==> src/rtl/barrel_unrotator_pkg.sv <==
// Shared widths and FSM encoding for the rotate-encoded receive path.
// Defaults match the transmit-side barrel shifter instances.
package barrel_unrotator_pkg;
  localparam int WIDTH_DEF = 8;
  localparam int SHW_DEF   = 3;

  typedef enum logic {
    IDLE = 1'b0,
    ROT  = 1'b1
  } state_t;
endpackage

==> src/rtl/barrel_unrotator_rotl1.sv <==
// Single-position combinational left rotate; one step of the unrotator datapath.
module rotl1_step
  import barrel_unrotator_pkg::*;
#(
  parameter int WIDTH = WIDTH_DEF
) (
  input  logic [WIDTH-1:0] x_i,
  output logic [WIDTH-1:0] y_o
);
  assign y_o = {x_i[WIDTH-2:0], x_i[WIDTH-1]};
endmodule

==> src/rtl/barrel_unrotator.sv <==
// Sequential inverse of the right-rotate barrel shifter: undoes a known rotation
// (mode 0) or searches for the rotation that yields a sync pattern (mode 1).
module barrel_unrotator
  import barrel_unrotator_pkg::*;
#(
  parameter int WIDTH = WIDTH_DEF,
  parameter int SHW   = SHW_DEF
) (
  input  logic             clk,
  input  logic             clear,
  input  logic             start,
  input  logic             mode,
  input  logic [WIDTH-1:0] data_in,
  input  logic [SHW-1:0]   shift,
  input  logic [WIDTH-1:0] pattern,
  output logic             busy,
  output logic             done,
  output logic             found,
  output logic [WIDTH-1:0] data_out,
  output logic [SHW-1:0]   shift_out
);
  // Counter carries one extra bit so reaching WIDTH-1 never wraps.
  localparam logic [SHW:0] LAST_N = (SHW+1)'(WIDTH - 1);
  localparam logic [SHW:0] ONE_N  = (SHW+1)'(1);

  state_t           state_q, state_d;
  logic [WIDTH-1:0] word_q, word_d;
  logic [SHW:0]     cnt_q, cnt_d;
  logic [SHW-1:0]   shift_q, shift_d;
  logic [WIDTH-1:0] pat_q, pat_d;
  logic             mode_q, mode_d;
  logic [WIDTH-1:0] data_out_q, data_out_d;
  logic [SHW-1:0]   shift_out_q, shift_out_d;
  logic             found_q, found_d;
  logic             done_q, done_d;
  logic [WIDTH-1:0] word_rot;

  rotl1_step #(.WIDTH(WIDTH)) u_rotl1 (
    .x_i(word_q),
    .y_o(word_rot)
  );

  always_comb begin
    state_d     = state_q;
    word_d      = word_q;
    cnt_d       = cnt_q;
    shift_d     = shift_q;
    pat_d       = pat_q;
    mode_d      = mode_q;
    data_out_d  = data_out_q;
    shift_out_d = shift_out_q;
    found_d     = found_q;
    done_d      = 1'b0;
    case (state_q)
      IDLE: begin
        if (start) begin
          word_d  = data_in;
          shift_d = shift;
          pat_d   = pattern;
          mode_d  = mode;
          cnt_d   = '0;
          state_d = ROT;
        end
      end
      ROT: begin
        if (!mode_q) begin
          if (cnt_q == {1'b0, shift_q}) begin
            data_out_d  = word_q;
            shift_out_d = shift_q;
            found_d     = 1'b1;
            done_d      = 1'b1;
            state_d     = IDLE;
          end else begin
            word_d = word_rot;
            cnt_d  = cnt_q + ONE_N;
          end
        end else if (word_q == pat_q) begin
          data_out_d  = word_q;
          shift_out_d = cnt_q[SHW-1:0];
          found_d     = 1'b1;
          done_d      = 1'b1;
          state_d     = IDLE;
        end else if (cnt_q == LAST_N) begin
          // One more step brings the word back to what was captured.
          word_d      = word_rot;
          data_out_d  = word_rot;
          shift_out_d = '0;
          found_d     = 1'b0;
          done_d      = 1'b1;
          state_d     = IDLE;
        end else begin
          word_d = word_rot;
          cnt_d  = cnt_q + ONE_N;
        end
      end
      default: state_d = IDLE;
    endcase
  end

  always_ff @(posedge clk or posedge clear) begin
    if (clear) begin
      state_q     <= IDLE;
      word_q      <= '0;
      cnt_q       <= '0;
      shift_q     <= '0;
      pat_q       <= '0;
      mode_q      <= 1'b0;
      data_out_q  <= '0;
      shift_out_q <= '0;
      found_q     <= 1'b0;
      done_q      <= 1'b0;
    end else begin
      state_q     <= state_d;
      word_q      <= word_d;
      cnt_q       <= cnt_d;
      shift_q     <= shift_d;
      pat_q       <= pat_d;
      mode_q      <= mode_d;
      data_out_q  <= data_out_d;
      shift_out_q <= shift_out_d;
      found_q     <= found_d;
      done_q      <= done_d;
    end
  end

  assign busy      = (state_q == ROT);
  assign done      = done_q;
  assign found     = found_q;
  assign data_out  = data_out_q;
  assign shift_out = shift_out_q;
endmodule

==> config.mk <==
export PLATFORM = sky130hd
export DESIGN_NAME = barrel_unrotator
export DESIGN_NICKNAME = d
export VERILOG_FILES = /design/src/rtl/barrel_unrotator_pkg.sv /design/src/rtl/barrel_unrotator_rotl1.sv /design/src/rtl/barrel_unrotator.sv
export SDC_FILE = /design/constraint.sdc
export NUM_CORES = 1
export LEC_CHECK = 0
export ABC_AREA = 1
export BUFFER_PORTS_ARGS = -buffer_cell sky130_fd_sc_hd__buf_2
export CAP_MARGIN = 20
export CORE_UTILIZATION = 55
export CTS_CLUSTER_DIAMETER = 120
export CTS_CLUSTER_SIZE = 16
export DETAILED_ROUTE_END_ITERATION = 8
export PLACE_DENSITY = 0.85
export SLEW_MARGIN = 30
export SYNTH_ARGS = -nofsm -noshare
export SYNTH_HDL_FRONTEND = slang
export SYNTH_SLANG_ARGS = --single-unit
==> constraint.sdc <==
create_clock -name clk -period 1.7 [get_ports clk]
set_clock_uncertainty 0.05 [all_clocks]
set_input_delay 0.425 -clock clk [delete_from_list [all_inputs] [get_ports clk]]
set_output_delay 0.425 -clock clk [all_outputs]
set_load 0.01 [all_outputs]
After elaboration in Yosys (flattened, before gate mapping)

Cells that the tools add are included.

Bits in registers: 38
Input port bits: 23
Output and inout bits: 14
Word-level logic and storage cells: 59

Add/subtract/negate cells: 1
Eq/ne operators: 8
Mux-type cells: 34
Bitwise gates (word level): 1
Reductions and logical operators: 5

Operators by type and width:

| cell                  | count |
|---|---|
| $mux W8               | 8 |
| $mux W4               | 5 |
| $pmux W8 S2           | 1 |
| $mux W1               | 14 |
| $mux W3               | 4 |
| $ne A3 B3 Y1 const B  | 3 |
| $eq A8 B8 Y1          | 1 |
| $pmux W4 S2           | 1 |
| $reduce_and A3 Y1     | 2 |
| $add A4 B1 Y4 const B | 1 |
| $eq A4 B3 Y1          | 1 |
| $eq A4 B3 Y1 const B  | 1 |
| $reduce_and A4 Y1     | 1 |
| $ne A3 B1 Y1 const B  | 1 |
| $ne A2 B2 Y1 const B  | 1 |
| $pmux W1 S2           | 1 |
| $reduce_and A2 Y1     | 1 |
| $reduce_bool A2 Y1    | 1 |
| $not A1 Y1            | 1 |

Longest topological paths before layout

Word-level depth: 5
Depth in mapped cells: 11
Gate-level depth less buffers: 10

By module

A second synthesis with hierarchy kept.

Cell total of the unflattened synthesis: 266
Area, all modules: 2088.3 um2

By module, submodules not included:

| module           | instances | cells an instance | area each (um2) | seq. area each (um2) |
|---|---|---|---|---|
| barrel_unrotator | 1         | 258               | 2028.2          | 950.9 |
| rotl1_step       | 1         | 8                 | 60.1            | 0.0 |

Worst setup path before layout

Ideal clock, no wire load.

Path type: register -> register
Start: register cnt_q[0]
End: register data_out_q[7], in the netlist data_out[7]
Library setup time: 0.117 ns
Arrival time: 1.354 ns
Required time: 1.533 ns
Setup slack: 0.179 ns
Cell stages (with the launch flop): 10
Buffers on the path: 1
Clock period less this slack: 1.521 ns
Path through: dfrtp_1 ha_1 nand2_1 nor3_1 a21oi_2 nand2_4 inv_4 buf_12 nand2_2 nand2_2

Longest elaborated chain between the ends: 3
Elaborated cells on any way between the ends: 5
Those cells by class: 3 x eq/ne; 2 x reduce/logical

Ends and longest elaborated chain:

| element                                                                    | line                                           | text |
|---|---|---|
| from (decl)                                                                | barrel_unrotator.sv:28                         | `logic [SHW:0] cnt_q, cnt_d;` |
| from (signal assigned)                                                     | barrel_unrotator.sv:115                        | `cnt_q <= cnt_d;` |
| $eq A4 B3 Y1, on equally long branches                                     | barrel_unrotator.sv:83, barrel_unrotator.sv:67 |  |
| $ne A3 B1 Y1 (no source line) / $reduce_bool A2 Y1 (equally long branches) | --                                             |  |
| $reduce_and A3 Y1 (no source line) (*)                                     | --                                             |  |
| to (signal assigned)                                                       | barrel_unrotator.sv:119                        | `data_out_q <= data_out_d;` |
| to (decl)                                                                  | barrel_unrotator.sv:32                         | `logic [WIDTH-1:0] data_out_q, data_out_d;` |

Mark *: on every way between the ends. The rest lies on a longest branch, timed or not.
A chain may end at the register's enable or synchronous reset.

Final worst setup path

Start: register cnt_q[0]
End: register shift_out_q[1], in the netlist shift_out[1]

Longest elaborated chain between the ends: 3
Elaborated cells on any way between the ends: 5
Those cells by class: 3 x eq/ne; 2 x reduce/logical

Ends and longest elaborated chain:

| element                                                                    | line                                           | text |
|---|---|---|
| $eq A4 B3 Y1, on equally long branches                                     | barrel_unrotator.sv:83, barrel_unrotator.sv:67 |  |
| $ne A3 B1 Y1 (no source line) / $reduce_bool A2 Y1 (equally long branches) | --                                             |  |
| $reduce_and A3 Y1 (no source line) (*)                                     | --                                             |  |
| to (signal assigned)                                                       | barrel_unrotator.sv:120                        | `shift_out_q <= shift_out_d;` |
| to (decl)                                                                  | barrel_unrotator.sv:33                         | `logic [SHW-1:0] shift_out_q, shift_out_d;` |

Marked as above.

==> results.txt <==
Status -> completed
Drt first pass iters -> 4
Internal -> 2.715 mW
Synth Instances -> 244
RSZ-0062 raised after global routing -> false
Row count -> 21
VDD IR max -> 0.9514 mV
Vias in the first global route -> 1,574
CP dominant cell by count -> nand2_1
Startpoint types -> flip-flop
Via count -> 1,652
CORE AREA -> 3442 um2
Slowest stage delay, CP -> 0.44 ns
Clock Latency Late Sink -> 0.30 ns
First-pass GRT wire length -> 7.072 mm
Hold Path Class -> in2async
DP Area -> 2243 um2
Max Root-Sink Buffers -> 2
Post-DRT Antenna Nets -> 0
Largest net degree at the start of global routing -> 39
Sw Share -> 44.33%
Post-Route WL -> 3.976 mm
Critical Path RT -> 1.84 ns
TritonCTS clock tree -> yes
Final setup vio count -> 0
Global Route Usage Sum -> 23.48%
Num CTS Buffers -> 5
DR WL/cell -> 12.01 um
Worst Tran Pin Value -> 0.4718 ns
Clock power frac -> 13.0%
Leak -> 1.234 nW
Syn Area/Cell -> 8.333 um2
Post-synth cell types -> 26
P&R area growth vs syn -> 15.69%
Seq/Total Area, Yosys -> 46.77%
DIE WIDTH -> 62.80 um
Sw power -> 2.162 mW
DP Wirelength -> 2.952 mm
Number of synthesized register bits -> 38
Grt total ovfl -> 0
R2R Setup Slk -> 0.11 ns
Die Height -> 62.80 um
FF-to-FF Start -> cnt_q[0]
PortBufs -> 36
Flop pwr share -> 36.0%
# clock sinks -> 38
Max-Cap Viols -> 0
Highest clock rate -> 0.6309 GHz
Worst r2r dst -> shift_out[1]
WS Path Type -> reg2reg
Min Tclk post-route -> 1.585 ns
CP endpoint kind -> flip-flop
FF-to-FF path depth -> 7
Post-route design area -> 2352 um2
Yosys warning count -> 0
H-tree levels -> 2
Via density -> 4.991
Rel. slew slack -> 68.55%
Initial Utilization -> 59.07%
Final Hold Viols -> 0
CP max-delay cell -> dfrtp_1
Power share of the combinational group -> 51.0%
Crit-path cells -> xor2_1, nor2_1, a21oi_2, nand2_4, inv_4, nand2_1, nand2_1
Period utilisation layout -> 93.24%
Cell area after synthesis -> 2033 um2
Crit Path Max Fanout -> 14
PwrDens -> 2073 nW/um2
Root Buffer -> clkbuf_8
Routability Congestion -> 0.9512
Clk slew on worst S/H paths -> 0.07 ns
Setup bufs post-CTS -> 0
Residual DRC -> 0
Setup TNS Final -> 0 ns
Iteration-0 DRC Markers -> 78
I/O pin cnt -> 37
Share of cells above drive strength 1 -> 31.93%
Net count, final -> 308
Slew Viols, Final -> 0
Antenna violations before repair -> 0
Syn nets -> 268
Antenna diodes -> 0
Die Area -> 3944 um2
Critical Path AT -> 1.72 ns
-- cell usage after synthesis --
cell type / number / area [um2]
a21oi_1: 6 / 30.03
a21oi_2: 1 / 8.760
a21oi_4: 1 / 16.27
buf_12: 1 / 20.02
buf_2: 3 / 15.01
buf_6: 2 / 22.52
clkbuf_1: 2 / 7.510
dfrtp_1: 38 / 950.9
ha_1: 1 / 12.51
inv_1: 17 / 63.81
inv_2: 5 / 18.77
inv_4: 1 / 6.260
mux2_2: 6 / 67.56
nand2_1: 76 / 285.3
nand2_2: 13 / 81.33
nand2_4: 2 / 22.52
nand3_1: 19 / 95.09
nand3_4: 1 / 17.52
nand4_1: 4 / 25.02
nor2_1: 15 / 56.30
nor2_2: 3 / 18.77
nor3_1: 1 / 5.000
o21ai_0: 11 / 55.05
o21ai_2: 8 / 70.07
xnor2_1: 4 / 35.03
xor2_1: 3 / 26.28
-- worst max-delay path, delay by kind of cell (launching register included) --
family,cells,cell delay [ns]
simple gates,4,0.56
compound gates,1,0.13
buf+inv,1,0.11
flops,1,0.44
xor+xnor,1,0.19
-- logic make-up after synthesis --
kind of cell / synth area share [%]
buffers and inverters: 7.569
adders and majority gates: 0.6153
AOI/OAI and AO/OA: 8.862
muxes: 3.323
DFF: 46.77
and+or+nand+nor: 29.85
xor gates and xnor gates: 3.015
-- area by class of cell --
cell class	instances	area [um2]
Clock inverter	1	5.005
Fill cell	298	1090
Tap cell	46	57.56
Timing Repair Buffer	41	217.7
Sequential cell	38	950.9
Inverter	23	88.84
Multi-Input combinational cell	175	945.9
Clock buffer	7	86.33
-- what timing repair did --
action                     in CTS  in global routing
hold endpoints to repair        0                  0
setup endpoints to repair       0                 14
hold buffers                    0                  0
gates resized for setup         0                  4
-- power by group through the flow --
| stage | clock network, mW | registers, mW | logic [mW] |
|---|---|---|---|
| finish | 0.636 | 1.75 | 2.49 |
| floorplan | 0 | 1.77 | 1.93 |
| global route | 0.688 | 1.82 | 2.85 |
| detailed placement | 0 | 1.76 | 2.45 |
| global placement | 0 | 1.75 | 2.36 |
| CTS | 0.650 | 1.75 | 2.46 |
-- worst max-delay path by stage --
stage / start / to / slack, ns / cells after the start
after detailed placement: cnt_q[0] / shift_out[1] / 0.07 / 8
after floorplan: cnt_q[0] / data_out[7] / 0.18 / 9
final: cnt_q[0] / shift_out[1] / 0.11 / 7
after global routing: cnt_q[0] / shift_out[1] / 0.01 / 7
after CTS: cnt_q[0] / shift_out[1] / 0.07 / 8
after global placement: cnt_q[0] / shift_out[1] / 0.13 / 8
-- metal layers --
layer | routed length [um] | global-route usage [%]
met5 | 0 | 0
met4 | 61 | 8.721
met2 | 1909 | 37.50
met3 | 166 | 6.022
met1 | 1839 | 30.60
-- sequential cells by signal, summed over array words and instances, names as in the netlist --
name and cells:
found 1, done 1, cnt_q 4, busy 1, shift_q 3, pat_q 8
word_q 8, mode_q 1, data_out 8, shift_out 3
-- cells in the final DEF (no fill, tap or decap), drive strengths merged --
cell type   n
a21oi       8
mux2        6
nand2      91
clkbuf      7
ha          1
nor2       18
buf        41
nand4       4
o21ai      19
inv        23
xor2        3
dfrtp      38
xnor2       4
clkinv      1
nand3      20
nor3        1
-- per-stage QoR --
| step | hold slack [ns] | setup slack, ns | total power [mW] | instances | utilization [%] |
|---|---|---|---|---|---|
| after global routing | 0.2232 | 0.01072 | 5.351 | 331 | 68.34 |
| after global placement | 0.4150 | 0.1334 | 4.106 | 323 | 65.18 |
| final | 0.1761 | 0.1149 | 4.877 | 331 | 68.34 |
| after CTS | 0.1855 | 0.06695 | 4.860 | 331 | 67.83 |
| after detailed placement | 0.4253 | 0.06856 | 4.215 | 323 | 65.18 |
| after floorplan | 0.4479 | 0.1789 | 3.699 | 244 | - |
(Power assumes the default switching activity.)
